$ cat config.mk
export PLATFORM = sky130hd
export DESIGN_NAME = regfile_master
export DESIGN_NICKNAME = d
export VERILOG_FILES = /design/src/rtl/regfile_master_pkg.sv /design/src/rtl/regfile_master.sv
export SDC_FILE = /design/constraint.sdc
export NUM_CORES = 1
export LEC_CHECK = 0
export BUFFER_PORTS_ARGS = -buffer_cell sky130_fd_sc_hd__clkbuf_2
export CORE_MARGIN = 4
export CORE_UTILIZATION = 50
export DETAILED_ROUTE_END_ITERATION = 16
export PLACE_DENSITY_LB_ADDON = 0.1
export SLEW_MARGIN = 20
export SYNTH_ARGS = -nofsm -noshare
export SYNTH_HDL_FRONTEND = slang
export SYNTH_SLANG_ARGS = --single-unit
$ cat constraint.sdc
create_clock -name clk -period 3 [get_ports clk]
set_clock_uncertainty 0.1 [all_clocks]
set_input_delay 0.3 -clock clk [delete_from_list [all_inputs] [get_ports clk]]
set_output_delay 0.3 -clock clk [all_outputs]
set_load 0.02 [all_outputs]
$ cat src/rtl/regfile_master_pkg.sv
// Shared types and constants for the control-register file and its command initiator.
package regfile_master_pkg;

    // Number of implemented control registers; the register file sizes its
    // initial-value table from this same constant.
    localparam int RF_NUM_REGS = 4;
    localparam int RF_DATA_W   = 8;
    localparam int RF_ADDR_W   = 8;

    // Register command opcodes as carried on cmd_op.
    typedef enum logic [1:0] {
        RF_OP_READ  = 2'd0,
        RF_OP_WRITE = 2'd1,
        RF_OP_SET   = 2'd2,
        RF_OP_CLR   = 2'd3
    } e_rf_op;

    // Initiator sequencing states.
    typedef enum logic [1:0] {
        IDLE    = 2'd0,
        RD_WAIT = 2'd1,
        WRITE   = 2'd2,
        RESP    = 2'd3
    } e_rfm_state;

    // Read-modify-write update: SET ors the mask in, CLR clears the masked bits.
    function automatic logic [RF_DATA_W-1:0] rf_modify(
        input e_rf_op               op,
        input logic [RF_DATA_W-1:0] cur,
        input logic [RF_DATA_W-1:0] mask
    );
        if (op == RF_OP_CLR) begin
            return cur & ~mask;
        end
        return cur | mask;
    endfunction

endpackage

$ cat src/rtl/regfile_master.sv
// Command-driven initiator for the control-register file port. Takes one
// READ/WRITE/SET/CLR command at a time, sequences rf_ren/rf_wen, and returns
// read data (or the pre-modify value) with an out-of-range error flag.
module regfile_master
    import regfile_master_pkg::*;
#(
    parameter int NUM_REGS   = RF_NUM_REGS,
    parameter int RD_LATENCY = 0
) (
    input  logic       clk,
    input  logic       rst_n,
    input  logic       cmd_valid,
    output logic       cmd_ready,
    input  logic [1:0] cmd_op,
    input  logic [7:0] cmd_addr,
    input  logic [7:0] cmd_data,
    output logic       rsp_valid,
    input  logic       rsp_ready,
    output logic [7:0] rsp_data,
    output logic       rsp_err,
    output logic [7:0] rf_addr,
    output logic [7:0] rf_din,
    output logic       rf_ren,
    output logic       rf_wen,
    input  logic [7:0] rf_dout
);

    // Address compare is done one bit wider so NUM_REGS up to 256 is representable.
    localparam logic [8:0] NUM_REGS_W = 9'(NUM_REGS);
    // Value of the latency counter in the cycle rf_dout is sampled.
    localparam logic [1:0] LAST_RD    = 2'(RD_LATENCY);

    e_rfm_state state_q, state_d;
    logic [1:0] lat_cnt_q, lat_cnt_d;
    e_rf_op     op_q, op_d;
    logic [7:0] mask_q, mask_d;
    logic [7:0] rf_addr_q, rf_addr_d;
    logic [7:0] rf_din_q, rf_din_d;
    logic       rf_ren_q, rf_ren_d;
    logic       rf_wen_q, rf_wen_d;
    logic       rsp_valid_q, rsp_valid_d;
    logic [7:0] rsp_data_q, rsp_data_d;
    logic       rsp_err_q, rsp_err_d;

    // Next-state and next-output decode for the single command sequencer.
    always_comb begin
        // NOTE: every signal gets a default first so no path leaves it unassigned (no latches).
        state_d     = state_q;
        lat_cnt_d   = lat_cnt_q;
        op_d        = op_q;
        mask_d      = mask_q;
        rf_addr_d   = rf_addr_q;
        rf_din_d    = rf_din_q;
        rf_ren_d    = 1'b0;
        rf_wen_d    = 1'b0;
        rsp_valid_d = rsp_valid_q;
        rsp_data_d  = rsp_data_q;
        rsp_err_d   = rsp_err_q;

        case (state_q)
            IDLE: begin
                if (cmd_valid) begin
                    op_d      = e_rf_op'(cmd_op);
                    mask_d    = cmd_data;
                    rf_addr_d = cmd_addr;
                    lat_cnt_d = 2'd0;
                    if ({1'b0, cmd_addr} >= NUM_REGS_W) begin
                        // Out of range: answer immediately, never touch the register file.
                        state_d     = RESP;
                        rsp_valid_d = 1'b1;
                        rsp_err_d   = 1'b1;
                        rsp_data_d  = 8'h00;
                    end else if (e_rf_op'(cmd_op) == RF_OP_WRITE) begin
                        state_d    = WRITE;
                        rf_din_d   = cmd_data;
                        rf_wen_d   = 1'b1;
                        rsp_err_d  = 1'b0;
                        rsp_data_d = 8'h00;
                    end else begin
                        state_d   = RD_WAIT;
                        rf_ren_d  = 1'b1;
                        rsp_err_d = 1'b0;
                    end
                end
            end

            RD_WAIT: begin
                if (lat_cnt_q == LAST_RD) begin
                    // Last ren cycle: rf_dout is valid now.
                    rsp_data_d = rf_dout;
                    if (op_q == RF_OP_READ) begin
                        state_d     = RESP;
                        rsp_valid_d = 1'b1;
                    end else begin
                        state_d  = WRITE;
                        rf_din_d = rf_modify(op_q, rf_dout, mask_q);
                        rf_wen_d = 1'b1;
                    end
                end else begin
                    lat_cnt_d = lat_cnt_q + 2'd1;
                    rf_ren_d  = 1'b1;
                end
            end

            WRITE: begin
                // The single wen cycle is the one spent in this state.
                state_d     = RESP;
                rsp_valid_d = 1'b1;
            end

            RESP: begin
                if (rsp_ready) begin
                    state_d     = IDLE;
                    rsp_valid_d = 1'b0;
                end
            end

            default: begin
                state_d = IDLE;
            end
        endcase
    end

    // State and registered-output flops; reset drops strobes and discards any in-flight command.
    always_ff @(posedge clk or negedge rst_n) begin
        if (!rst_n) begin
            state_q     <= IDLE;
            lat_cnt_q   <= 2'd0;
            op_q        <= RF_OP_READ;
            mask_q      <= 8'h00;
            rf_addr_q   <= 8'h00;
            rf_din_q    <= 8'h00;
            rf_ren_q    <= 1'b0;
            rf_wen_q    <= 1'b0;
            rsp_valid_q <= 1'b0;
            rsp_data_q  <= 8'h00;
            rsp_err_q   <= 1'b0;
        end else begin
            // NOTE: non-blocking so every flop samples the pre-edge values of the others.
            state_q     <= state_d;
            lat_cnt_q   <= lat_cnt_d;
            op_q        <= op_d;
            mask_q      <= mask_d;
            rf_addr_q   <= rf_addr_d;
            rf_din_q    <= rf_din_d;
            rf_ren_q    <= rf_ren_d;
            rf_wen_q    <= rf_wen_d;
            rsp_valid_q <= rsp_valid_d;
            rsp_data_q  <= rsp_data_d;
            rsp_err_q   <= rsp_err_d;
        end
    end

    // Ready only in IDLE and never while reset is held.
    assign cmd_ready = (state_q == IDLE) && rst_n;
    assign rsp_valid = rsp_valid_q;
    assign rsp_data  = rsp_data_q;
    assign rsp_err   = rsp_err_q;
    assign rf_addr   = rf_addr_q;
    assign rf_din    = rf_din_q;
    assign rf_ren    = rf_ren_q;
    assign rf_wen    = rf_wen_q;

endmodule

# == After elaboration in Yosys (flattened, before gate mapping) ==
# Index checks and enable logic that the tools add are counted.
# op_classes
n_reduce_logical,11
eq_ne,15
n_mux,45
addsub,1
order_cmp,1
n_bitwise,3
# ops
operator,n
8-bit 2-to-1 mux,11
8-bit case mux with 2 select lines,2
1-bit 2-to-1 mux,20
2-bit != test (second input constant),9
2-bit 2-to-1 mux,7
8-bit AND,1
8-bit by 3-bit >= comparator with 1-bit output (second input constant),1
8-bit inverter,1
8-bit OR,1
2-bit case mux with 4 select lines,1
2-bit == test (second input constant),3
2-bit logical NOT,3
3-bit AND reduction,2
6-bit AND reduction,1
5-bit AND reduction,1
2-bit by 1-bit == test with 1-bit output (second input constant),2
1-bit case mux with 2 select lines,2
1-bit case mux with 4 select lines,1
2-bit case mux with 2 select lines,1
4-bit AND reduction,1
3-bit != test (second input constant),1
2-bit by 1-bit adder with 2-bit output (second input constant),1
2-bit AND reduction,1
2-bit nonzero test,1
1-bit logical AND,1
# totals
inputBits,30
wordCells,87
ff_bits,42
output_inout_bits,29

# == Depth between registers and ports, before layout ==
# Gate-level depths: netlist (run 1).
# logic_depth
word_depth,9
mapped_depth,7
ltp_nobuf,6

# == Worst setup path after synthesis (run 1) ==
# No wires, ideal clock.
# synth_path
kind,reg2reg
start,register lat_cnt_q[0]
end,register rf_din_q[0] (netlist: rf_din[0])
t_required_ns,2.775
n_path_buf,1
path_stages_with_launch,7
synth_period_minus_slack_ns,1.886
t_arrival_ns,1.661
setup_ns,0.125
slack_ns,1.114
cell_sequence,dfrtp_1 inv_1 ha_1 buf_2 o211ai_1 a22oi_4 mux2_2
# synth_between
elab_chain_cells,3
# synth_lines
item,line,source
start: declaration,regfile_master.sv:34,"logic [1:0] lat_cnt_q, lat_cnt_d;"
start signal: assignment,regfile_master.sv:141,lat_cnt_q <= lat_cnt_d;
2-bit logical NOT,regfile_master.sv:88,if (lat_cnt_q == LAST_RD) begin
2-bit != test (no line),-,
6-bit AND reduction (no line),-,
end signal: assignment,regfile_master.sv:145,rf_din_q <= rf_din_d;
end: declaration,regfile_master.sv:38,"logic [7:0] rf_din_q, rf_din_d;"
# No other way between the ends.
# A chain may end at the register's enable or synchronous reset.

# == Final worst setup path (run 1) ==
# layout_path
start,register state_q[0]
end,register rf_din_q[3] (netlist: rf_din[3])
# layout_between
elab_chain_cells,3
elab_cells_between_ends,10
classes_between,6 x eq/ne; 1 x mux; 3 x reduce/logical
# layout_lines
item,line,source
start: declaration,regfile_master.sv:33,"e_rfm_state state_q, state_d;"
start signal: assignment,regfile_master.sv:140,state_q <= state_d;
2-bit by 1-bit == test with 1-bit output or 2-bit logical NOT (tied branches),regfile_master.sv:60,case (state_q)
2-bit != test (no line) or 2-bit nonzero test (tied branches),-,
6-bit AND reduction (no line),-,
# Parallel ways exist; a longest one is shown, timed or not.

==> results of run 1 <==
-- stage by stage --
step | worst slack [ns] | instances | hold slack, ns | power, uW | util, %
after detailed placement | 0.8325 | 304 | 0.3196 | 2340 | 60.81
after global routing | 0.6742 | 313 | 0.1327 | 2907 | 63.29
after CTS | 0.8094 | 313 | 0.1317 | 2730 | 63.29
final | 0.8248 | 313 | 0.1407 | 2696 | 63.29
after global placement | 0.8867 | 304 | 0.3180 | 2317 | 60.81
after floorplan | 1.114 | 204 | -0.09559 | 1959 | -
-- sequential cells by signal, summed over array words and instances (netlist names) --
register and flops:
mask_q 8, rf_addr 8, rf_din 8, rsp_data 8, lat_cnt_q 2, op_q 2
state_q 2, rf_ren 1, rf_wen 1, rsp_err 1, rsp_valid 1
-- metal layers --
metal / GRT usage, % / vias to the layer above / part of all wire, % / routed length (um)
li1: - / 844 / - / -
met1: 24.70 / 819 / 47 / 2205
met2: 28.35 / 40 / 45 / 2120
met3: 6.019 / 8 / 5.7 / 268
met4: 5.835 / 0 / 1.5 / 72
met5: 0 / - / 0 / 0
-- cell type report --
cell class                 count  area [um^2]  area share [%]
clock inverter                 1        5.005          0.1935
clock buffer                   7        86.33           3.338
tap                           50        62.56           2.419
timing repair buffer          62        322.8           12.48
multi-input combinational    138         1010           39.04
sequential                    42         1051           40.64
inverter                      13        48.80           1.887
-- cells by family after synthesis --
group | count (synthesis) | synth area share, %
muxes | 20 | 10.37
and+or+nand+nor | 58 | 15.76
adders and majority gates | 5 | 2.897
AOI/OAI and AO/OA | 55 | 17.73
buffers and inverters | 24 | 4.577
DFF | 42 | 48.67
-- worst register-to-register path, stage by stage (launching register included) --
cell                       delay (ns)
sky130_fd_sc_hd__dfrtp_1         0.41
sky130_fd_sc_hd__inv_1           0.11
sky130_fd_sc_hd__ha_1            0.52
sky130_fd_sc_hd__nand2b_1        0.18
sky130_fd_sc_hd__a22oi_4         0.38
sky130_fd_sc_hd__mux2_2          0.38
-- power by group --
group          total [uW]  internal (uW)  leakage [uW]  switching (uW)
Clock                 383            186     0.0000482             197
Combinational        1280            568      0.000650             714
Sequential           1030            833      0.000512             199
Total                2700           1590       0.00121            1110
-- layout by cell type (no fill, tap or decap), types with 2 or more instances in the layout --
cell and instances:
sky130_fd_sc_hd__clkbuf_8 6, sky130_fd_sc_hd__nand3_1 11, sky130_fd_sc_hd__nor2_1 2, sky130_fd_sc_hd__clkbuf_2 58, sky130_fd_sc_hd__a21oi_1 6, sky130_fd_sc_hd__inv_1 13, sky130_fd_sc_hd__and2_1 2, sky130_fd_sc_hd__nand2_1 11
sky130_fd_sc_hd__ha_1 5, sky130_fd_sc_hd__a221o_1 8, sky130_fd_sc_hd__a22o_1 3, sky130_fd_sc_hd__dfrtp_1 42, sky130_fd_sc_hd__and3_1 2, sky130_fd_sc_hd__nand4_1 2, sky130_fd_sc_hd__nand2b_1 7, sky130_fd_sc_hd__mux2_2 19
sky130_fd_sc_hd__nand3b_1 2, sky130_fd_sc_hd__nor2b_1 16, sky130_fd_sc_hd__o211ai_1 9, sky130_fd_sc_hd__o21ai_0 23, sky130_fd_sc_hd__a21boi_0 2, sky130_fd_sc_hd__buf_4 3
-- what timing repair did --
item                      CTS  global route
hold buffers                1             0
buffers inserted            0             0
hold endpoints to repair   18             0
-- final timing paths --
check / depth (start not counted) / startpoint / end / slack [ns]
max: 5 / state_q[0] / rf_din[3] / 0.82
max in group asynchronous: 3 / rst_n / rf_din[1] / 1.92
min: 2 / cmd_addr[0] / rf_addr[0] / 0.14
min in group asynchronous: 3 / rst_n / rsp_data[4] / 0.52
min reg2reg: 2 / rsp_err / rsp_err / 0.40
max reg2reg: 5 / state_q[0] / rf_din[3] / 0.82
==> impl_metrics.py, run 1 <==
metrics = {
    "layout": {
        "final_cell_area_mm2": 0.002586,
        "areaGrowthSynthToFinish_pct": 19.76,
        "drive_above_1_share_pct": 34.60,
        "n_fill_cell": 360,
        "final_net_count": 297,
        "antenna_cells": 0,
    },
    "synth": {
        "syn_inst": 204,
        "ys_dominant_reg_cell": "sky130_fd_sc_hd__dfrtp_1",
        "post-synth-top-area-cell": "sky130_fd_sc_hd__dfrtp_1",
        "avgSynthCellArea_um2": 10.59,
        "ys_seq_area_share_pct": 48.67,
        "synth_edf_count": 0,
        "post_synth_num_cell_types": 30,
        "synth_top_cells_by_area": "sky130_fd_sc_hd__dfrtp_1 49%, sky130_fd_sc_hd__mux2_2 9.9%, sky130_fd_sc_hd__o21ai_0 5.3%, sky130_fd_sc_hd__nor2b_1 4.6%, sky130_fd_sc_hd__a221o_1 3.7%",
        "synth.net_count": 239,
        "yosys_synthesis_warning_count": 0,
        "top_cells_by_count_synth": "42 x sky130_fd_sc_hd__dfrtp_1, 23 x sky130_fd_sc_hd__o21ai_0, 19 x sky130_fd_sc_hd__mux2_2, 16 x sky130_fd_sc_hd__nor2b_1, 13 x sky130_fd_sc_hd__inv_1",
        "async_flop_share_pct": 100.0,
        "yosysMostFrequentCell": "sky130_fd_sc_hd__dfrtp_1",
        "synth-seq-cells": 42,
        "synth_top_cell_area_share_pct": 48.67,
        "syn_area_mm2": 0.002160,
    },
    "timing": {
        "hold_viol": 0,
        "max_freq_ghz": 0.4597,
        "slew_viol_final": 0,
        "slew_headroom_pct": 63.21,
        "layout_worst_path_cycle_share_pct": 72.51,
        "pin_slew_with_the_least_headroom_to_its_limit_ns": 0.5519,
        "report.final.setup_viol": 0,
        "timing.final.crit_period_ns": 2.175,
        "timing.setup.tns_ns": 0,
        "unrepaired_setup_endpoints_after_global_routing": "false",
    },
    "outcome": {
        "status": "completed",
    },
    "critical_path": {
        "critPathKind": "flip-flop to flip-flop",
        "worst_ep_arrival_time_ns": 2.26,
        "worstSetupEndpointType": "flip-flop",
        "crit_family": "adder cells",
        "crit_slowest_cell": "sky130_fd_sc_hd__ha_1",
        "required_ns": 3.08,
        "critical_path.cell_chain": "inv_1 > ha_1 > nand2b_1 > a22oi_4 > mux2_2",
        "startpoint_type": "flip-flop",
        "cpPeakStageDelay_ns": 0.52,
        "path_buf_inv": 1,
        "crit_path_max_fanout": 16,
    },
    "grt": {
        "grt_start_max_net_pins": 43,
        "grt_pass1_wl_um": 7748,
        "grt.overflow.total": 0,
        "vias_in_the_first_global_route": 1633,
        "gr-usage-all-layers_pct": 18.48,
        "grt_antenna_before_repair": 0,
    },
    "die": {
        "start_util_pct": 52.85,
        "die_width_um": 73.72,
        "coreArea_mm2": 0.004086,
        "io-pin-count": 59,
        "floorplan.rows": 23,
        "die-area_mm2": 0.005435,
        "die_y_um": 73.72,
    },
    "clock_network": {
        "clk_pin_slew_worst_paths_ns": 0.08,
        "post_cts.resized_instances": 0,
        "htree_num_levels": 2,
        "cts_sinks": 42,
        "insertion_delay_ns": 0.29,
        "cts.path.max_buffers": 2,
        "tritoncts.num_buffers": 5,
        "clock_tree.root_cell": "sky130_fd_sc_hd__clkbuf_8",
        "cts_tree": "done",
    },
    "placed_design": {
        "dpl.hpwl_um": 3313,
        "gp_congestion": 0.8287,
        "place.port_buffers": 58,
        "place_area_mm2": 0.002485,
    },
    "routing": {
        "drt-pass1-iter-count": 4,
        "post_drt_via_cell_ratio": 5.466,
        "route.final.wire_length_um": 4666,
        "vias_after_detailed_routing": 1711,
        "drt_iter0_markers": 95,
        "post-route-drc-count": 0,
        "wl_per_cell_um": 14.91,
        "ant_nets": 0,
    },
    "job": {
        "maxCapViolCount": 0,
    },
    "power_and_ir_drop": {
        "power.density_cell_area_mw_per_mm2": 1043,
        "cellLeakagePower_uw": 0.001211,
        "peakVddDrop_uv": 493.2,
    },
    "hold_path": {
        "type_of_the_tightest_min_delay_check": "input pin to flip-flop",
    },
}
Note: power is estimated with default switching activity, not from simulation.
==> inputs of run 2 (changes only) <==
Settings changed: CORE_UTILIZATION 50 to 47.
Clock period 3 ns to 2 ns, I/O delays scaled along.
==> run 2 against run 1 <==
Compared with the run above: maximum frequency increased by 18%; flip-flop and latch count unchanged; non-clock buffer count increased by 6; worst setup slack got worse by 0.66 ns; combinational power increased by 62%; global-route usage decreased by 0.96 points; count of clock-buffer cells in the layout decreased by 1; wire length about the same; highest routed layer unchanged.
==> impl_metrics.py, run 2 (synthesis results as in run 1) <==
metrics = {
    "layout": {
        "antenna_cells": 0,
        "drive_above_1_share_pct": 36.06,
        "areaGrowthSynthToFinish_pct": 23.41,
        "layout_commonest_cell": "sky130_fd_sc_hd__clkbuf_2",
        "mostFrequentLayoutCells": "58 x sky130_fd_sc_hd__clkbuf_2, 42 x sky130_fd_sc_hd__dfrtp_1, 23 x sky130_fd_sc_hd__o21ai_0, 19 x sky130_fd_sc_hd__mux2_2, 16 x sky130_fd_sc_hd__nor2b_1",
        "n_fill_cell": 392,
        "final-seq-area_mm2": 0.001051,
        "final_net_count": 303,
        "multi_input_area_mm2": 0.001010,
        "final_cell_area_mm2": 0.002665,
    },
    "clock_network": {
        "cts_sinks": 42,
        "cts.path.max_buffers": 2,
        "clk_pin_slew_worst_paths_ns": 0.08,
        "insertion_delay_ns": 0.29,
        "cts_tree": "done",
        "clock_tree.root_cell": "sky130_fd_sc_hd__clkbuf_8",
        "htree_num_levels": 2,
        "tritoncts.num_buffers": 5,
    },
    "job": {
        "maxCapViolCount": 0,
    },
    "timing": {
        "final_critical_path_setup_slack_ns": 0.1619,
        "unrepaired_setup_endpoints_after_global_routing": "false",
        "hold_slack_ns": 0.03574,
        "report.final.setup_viol": 0,
        "hold_viol": 0,
        "timing.final.crit_period_ns": 1.838,
        "max_freq_ghz": 0.5441,
        "pin_slew_with_the_least_headroom_to_its_limit_ns": 0.5218,
        "timing.setup.tns_ns": 0,
        "slew_headroom_pct": 65.21,
        "layout_worst_path_cycle_share_pct": 91.90,
        "slew_viol_final": 0,
    },
    "grt": {
        "vias_in_the_first_global_route": 1560,
        "grt.overflow.total": 0,
        "grt_start_max_net_pins": 43,
        "gr-usage-all-layers_pct": 17.52,
        "grt_antenna_before_repair": 0,
        "grt_pass1_wl_um": 7645,
    },
    "placed_design": {
        "post-place-ws_ns": 0.1569,
        "gp_congestion": 0.7494,
        "dpl.hpwl_um": 3435,
        "place_area_mm2": 0.002545,
        "place.port_buffers": 58,
    },
    "critical_path": {
        "cp-endpoint": "rsp_data[3]",
        "worst_ep_arrival_time_ns": 1.91,
        "critical_path.cell_chain": "inv_1 > ha_1 > buf_4 > nor2b_1 > a31oi_2 > a221o_1",
        "r2r_end": "rsp_data[3]",
        "worst-path-stages": 6,
        "worst_setup_path_startpoint": "state_q[1]",
        "cpPeakStageDelay_ns": 0.41,
        "worstSetupEndpointType": "flip-flop",
        "crit_slowest_cell": "sky130_fd_sc_hd__dfrtp_1",
        "path_buf_inv": 2,
        "worst-r2r-setup-slack_ns": 0.16,
        "crit_path_max_fanout": 18,
        "worst_r2r_start": "state_q[1]",
        "r2r_cells": 6,
        "required_ns": 2.08,
        "crit_family": "compound AO/OA/AOI/OAI gates",
        "critPathKind": "flip-flop to flip-flop",
        "startpoint_type": "flip-flop",
    },
    "die": {
        "die_y_um": 75.79,
        "coreArea_mm2": 0.004414,
        "io-pin-count": 59,
        "die-area_mm2": 0.005743,
        "floorplan.rows": 24,
        "die_width_um": 75.79,
        "start_util_pct": 48.92,
    },
    "routing": {
        "route.final.wire_length_um": 4667,
        "drt-pass1-iter-count": 4,
        "post-route-drc-count": 0,
        "post_drt_via_cell_ratio": 5.290,
        "vias_after_detailed_routing": 1698,
        "ant_nets": 0,
        "drt_iter0_markers": 115,
        "wl_per_cell_um": 14.54,
    },
    "outcome": {
        "status": "completed",
    },
    "power_and_ir_drop": {
        "cellLeakagePower_uw": 0.001249,
        "power.density_cell_area_mw_per_mm2": 1590,
        "peakVddDrop_uv": 867.7,
    },
    "hold_path": {
        "min_path_cells": 2,
        "type_of_the_tightest_min_delay_check": "input pin to flip-flop",
    },
}
-- run 2: cell types whose count changed in the layout (fill, tap and decap cells not counted) --
cell                         before  now
sky130_fd_sc_hd__buf_4            3    8
sky130_fd_sc_hd__buf_12           0    1
sky130_fd_sc_hd__bufinv_16        0    1
sky130_fd_sc_hd__clkbuf_8         6    5
sky130_fd_sc_hd__clkinv_2         1    0
sky130_fd_sc_hd__clkinvlp_4       0    1
-- run 2: worst min-delay path by stage --
| stage | slack, ns | from | to |
|---|---|---|---|
| after floorplan | -0.20 | rst_n | lat_cnt_q[0] |
| after global placement | 0.22 | rst_n | rf_ren |
| after detailed placement | 0.22 | rst_n | lat_cnt_q[1] |
| after CTS | 0.03 | cmd_addr[1] | rf_addr[1] |
| after global routing | 0.02 | cmd_addr[0] | rf_addr[0] |
| final | 0.04 | cmd_addr[1] | rf_addr[1] |
-- run 2: cell type report --
cell class | instances | area share [%]
repair buffers | 68 | 14.27
flip-flops and latches | 42 | 39.44
inverters | 13 | 1.831
clock buffers | 6 | 2.723
well taps | 52 | 2.441
clock inverters | 2 | 1.408
multi-input cells | 138 | 37.89
-- run 2: timing repair --
item                      CTS  global route
buffers inserted            0             0
gates resized for setup     0             0
hold buffers                1             0
hold endpoints to repair   42             0
-- run 2: where the power goes --
part | internal (uW) | leakage [uW] | switching [uW] | total [uW]
logic | 928 | 0.000685 | 1160 | 2080
registers | 1250 | 0.000512 | 235 | 1490
clock network | 373 | 0.0000514 | 296 | 668
-- run 2: metal layers --
layer	GRT usage, %	part of all wire [%]
met5	0	0
met4	4.660	0.86
met3	4.485	5.6
met2	24.90	45
met1	26.30	49
-- run 2: stage by stage --
stage	total power, uW	utilization, %	std cells
floorplan	2938	-	204
global placement	3567	57.65	312
detailed placement	3619	57.65	312
CTS	4291	60.37	321
global route	4566	60.37	321
finish	4238	60.37	321
==> inputs of run 3 (changes only) <==
Settings changed: RECOVER_POWER from default to 25.
==> run 3 against run 2 <==
Compared with the run above: power hardly changed; worst setup slack stayed put; critical path type unchanged; sequential share of layout area hardly changed; register-to-register slack hardly changed; critical endpoint unchanged; global-route usage stayed put; via count stayed put; combinational power hardly changed.
==> impl_metrics.py, run 3 (synthesis results as in run 1) <==
metrics = {
    "outcome": {
        "status": "completed",
    },
    "grt": {
        "vias_in_the_first_global_route": 1560,
        "grt.overflow.total": 0,
        "gr-usage-all-layers_pct": 17.52,
        "grt_start_max_net_pins": 43,
        "grt_pass1_wl_um": 7645,
        "grt_antenna_before_repair": 0,
    },
    "power_and_ir_drop": {
        "sw_frac_of_total_pct": 39.82,
        "cellLeakagePower_uw": 0.001248,
        "share_clk_of_total_power_pct": 15.8,
        "internal_power_uw": 2550,
        "combPwrFrac_pct": 49.2,
        "p_seq_share_pct": 35.1,
        "peakVddDrop_uv": 867.7,
        "power.density_cell_area_mw_per_mm2": 1592,
        "power.net_switching_uw": 1687,
    },
    "layout": {
        "areaGrowthSynthToFinish_pct": 23.29,
        "finalNonFillerCells": 321,
        "mostFrequentLayoutCells": "59 x sky130_fd_sc_hd__clkbuf_2, 42 x sky130_fd_sc_hd__dfrtp_1, 23 x sky130_fd_sc_hd__o21ai_0, 19 x sky130_fd_sc_hd__mux2_2, 16 x sky130_fd_sc_hd__nor2b_1",
        "layout_commonest_cell": "sky130_fd_sc_hd__clkbuf_2",
        "antenna_cells": 0,
        "drive_above_1_share_pct": 36.06,
        "final_net_count": 303,
    },
    "placed_design": {
        "dpl.hpwl_um": 3435,
        "place.port_buffers": 58,
        "gp_congestion": 0.7494,
        "dp.cells": 312,
    },
    "critical_path": {
        "crit_path_max_fanout": 18,
        "worstSetupEndpointType": "flip-flop",
        "worst_ep_arrival_time_ns": 1.91,
        "critPathKind": "flip-flop to flip-flop",
        "startpoint_type": "flip-flop",
        "required_ns": 2.08,
        "worst-r2r-setup-slack_ns": 0.16,
    },
    "die": {
        "die_width_um": 75.79,
        "die-area_mm2": 0.005743,
        "start_util_pct": 48.92,
        "coreArea_mm2": 0.004414,
        "io-pin-count": 59,
        "floorplan.rows": 24,
        "die_y_um": 75.79,
    },
    "clock_network": {
        "post_cts.resized_instances": 0,
        "clk_pin_slew_worst_paths_ns": 0.08,
        "clock_tree.root_cell": "sky130_fd_sc_hd__clkbuf_8",
        "cts_tree": "done",
        "tritoncts.num_buffers": 5,
        "insertion_delay_ns": 0.29,
        "htree_num_levels": 2,
        "cts_sinks": 42,
        "cts.path.max_buffers": 2,
    },
    "timing": {
        "hold_viol": 0,
        "layout_worst_path_cycle_share_pct": 91.90,
        "timing.setup.tns_ns": 0,
        "pin_slew_with_the_least_headroom_to_its_limit_ns": 1.014,
        "unrepaired_setup_endpoints_after_global_routing": "false",
        "slew_headroom_pct": 32.37,
        "slew_viol_final": 0,
        "timing.final.crit_period_ns": 1.838,
        "max_freq_ghz": 0.5441,
        "report.final.setup_viol": 0,
    },
    "routing": {
        "wl_per_cell_um": 14.54,
        "drt_iter0_markers": 115,
        "post-route-drc-count": 0,
        "post_drt_via_cell_ratio": 5.290,
        "vias_after_detailed_routing": 1698,
        "route.final.wire_length_um": 4666,
        "drt-pass1-iter-count": 4,
        "ant_nets": 0,
    },
    "hold_path": {
        "type_of_the_tightest_min_delay_check": "input pin to flip-flop",
    },
    "job": {
        "maxCapViolCount": 0,
    },
}
==> run 3: cell count changes in the layout (fill, tap and decap cells not counted), sizes merged <==
cell / change
buf: -1
clkbuf: +1
==> run 3: what timing repair did <==
| item | in CTS | in global routing |
|---|---|---|
| endpoints found under the hold margin | 42 | 0 |
| buffers inserted | 0 | 0 |
| hold buffers | 1 | 0 |
==> run 3: path summary, 6_finish.rpt <==
kind	startpoint	endpoint	depth (start not counted)
min reg2reg	rsp_err	rsp_err	2
min in group asynchronous	rst_n	lat_cnt_q[1]	3
max in group asynchronous	rst_n	rsp_data[7]	3
max reg2reg	state_q[1]	rsp_data[3]	6
max	state_q[1]	rsp_data[3]	6
min	cmd_addr[1]	rf_addr[1]	2
==> run 3: power groups by stage <==
stage | Clock [uW] | Combinational, uW | Sequential (uW)
CTS | 686 | 2110 | 1490
finish | 668 | 2080 | 1490
floorplan | 0 | 1130 | 1810
global placement | 0 | 2070 | 1490
global route | 734 | 2290 | 1540
detailed placement | 0 | 2120 | 1500
==> run 3: metrics by stage <==
step                      power (uW)  area [um^2]  hold slack, ns  worst slack [ns]  util (%)
after floorplan                 2938         2160         -0.1956            0.1144         -
after global placement          3567         2545          0.2170            0.1750     57.65
after detailed placement        3619         2545          0.2237            0.1569     57.65
after CTS                       4291         2665         0.02794            0.1689     60.37
after global routing            4566         2663         0.01817           0.05689     60.32
final                           4237         2663         0.03574            0.1619     60.32
==> run 3: critical path, stage by stage (launching register included) <==
cell,delay [ns]
sky130_fd_sc_hd__dfrtp_1,0.41
sky130_fd_sc_hd__inv_1,0.11
sky130_fd_sc_hd__ha_1,0.21
sky130_fd_sc_hd__buf_4,0.22
sky130_fd_sc_hd__nor2b_1,0.18
sky130_fd_sc_hd__a31oi_2,0.11
sky130_fd_sc_hd__a221o_1,0.39
==> run 3: area by class of cell <==
type	count	area (um^2)
flip-flops and latches	42	1051
clock inverters	2	37.54
clock buffers	6	72.57
repair buffers	68	377.9
multi-input cells	138	1010
well taps	52	65.06
inverters	13	48.80
fillers	393	1752
==> run 3: routing by layer <==
metal  vias to the layer above  share of wire (%)  routed length (um)  GRT usage, %
met5                         -                  0                   0             0
met4                         0               0.86                  40         4.660
met3                         4                5.6                 262         4.485
met2                        47                 44                2076         24.90
met1                       787                 49                2287         26.30
li1                        860                  -                   -             -
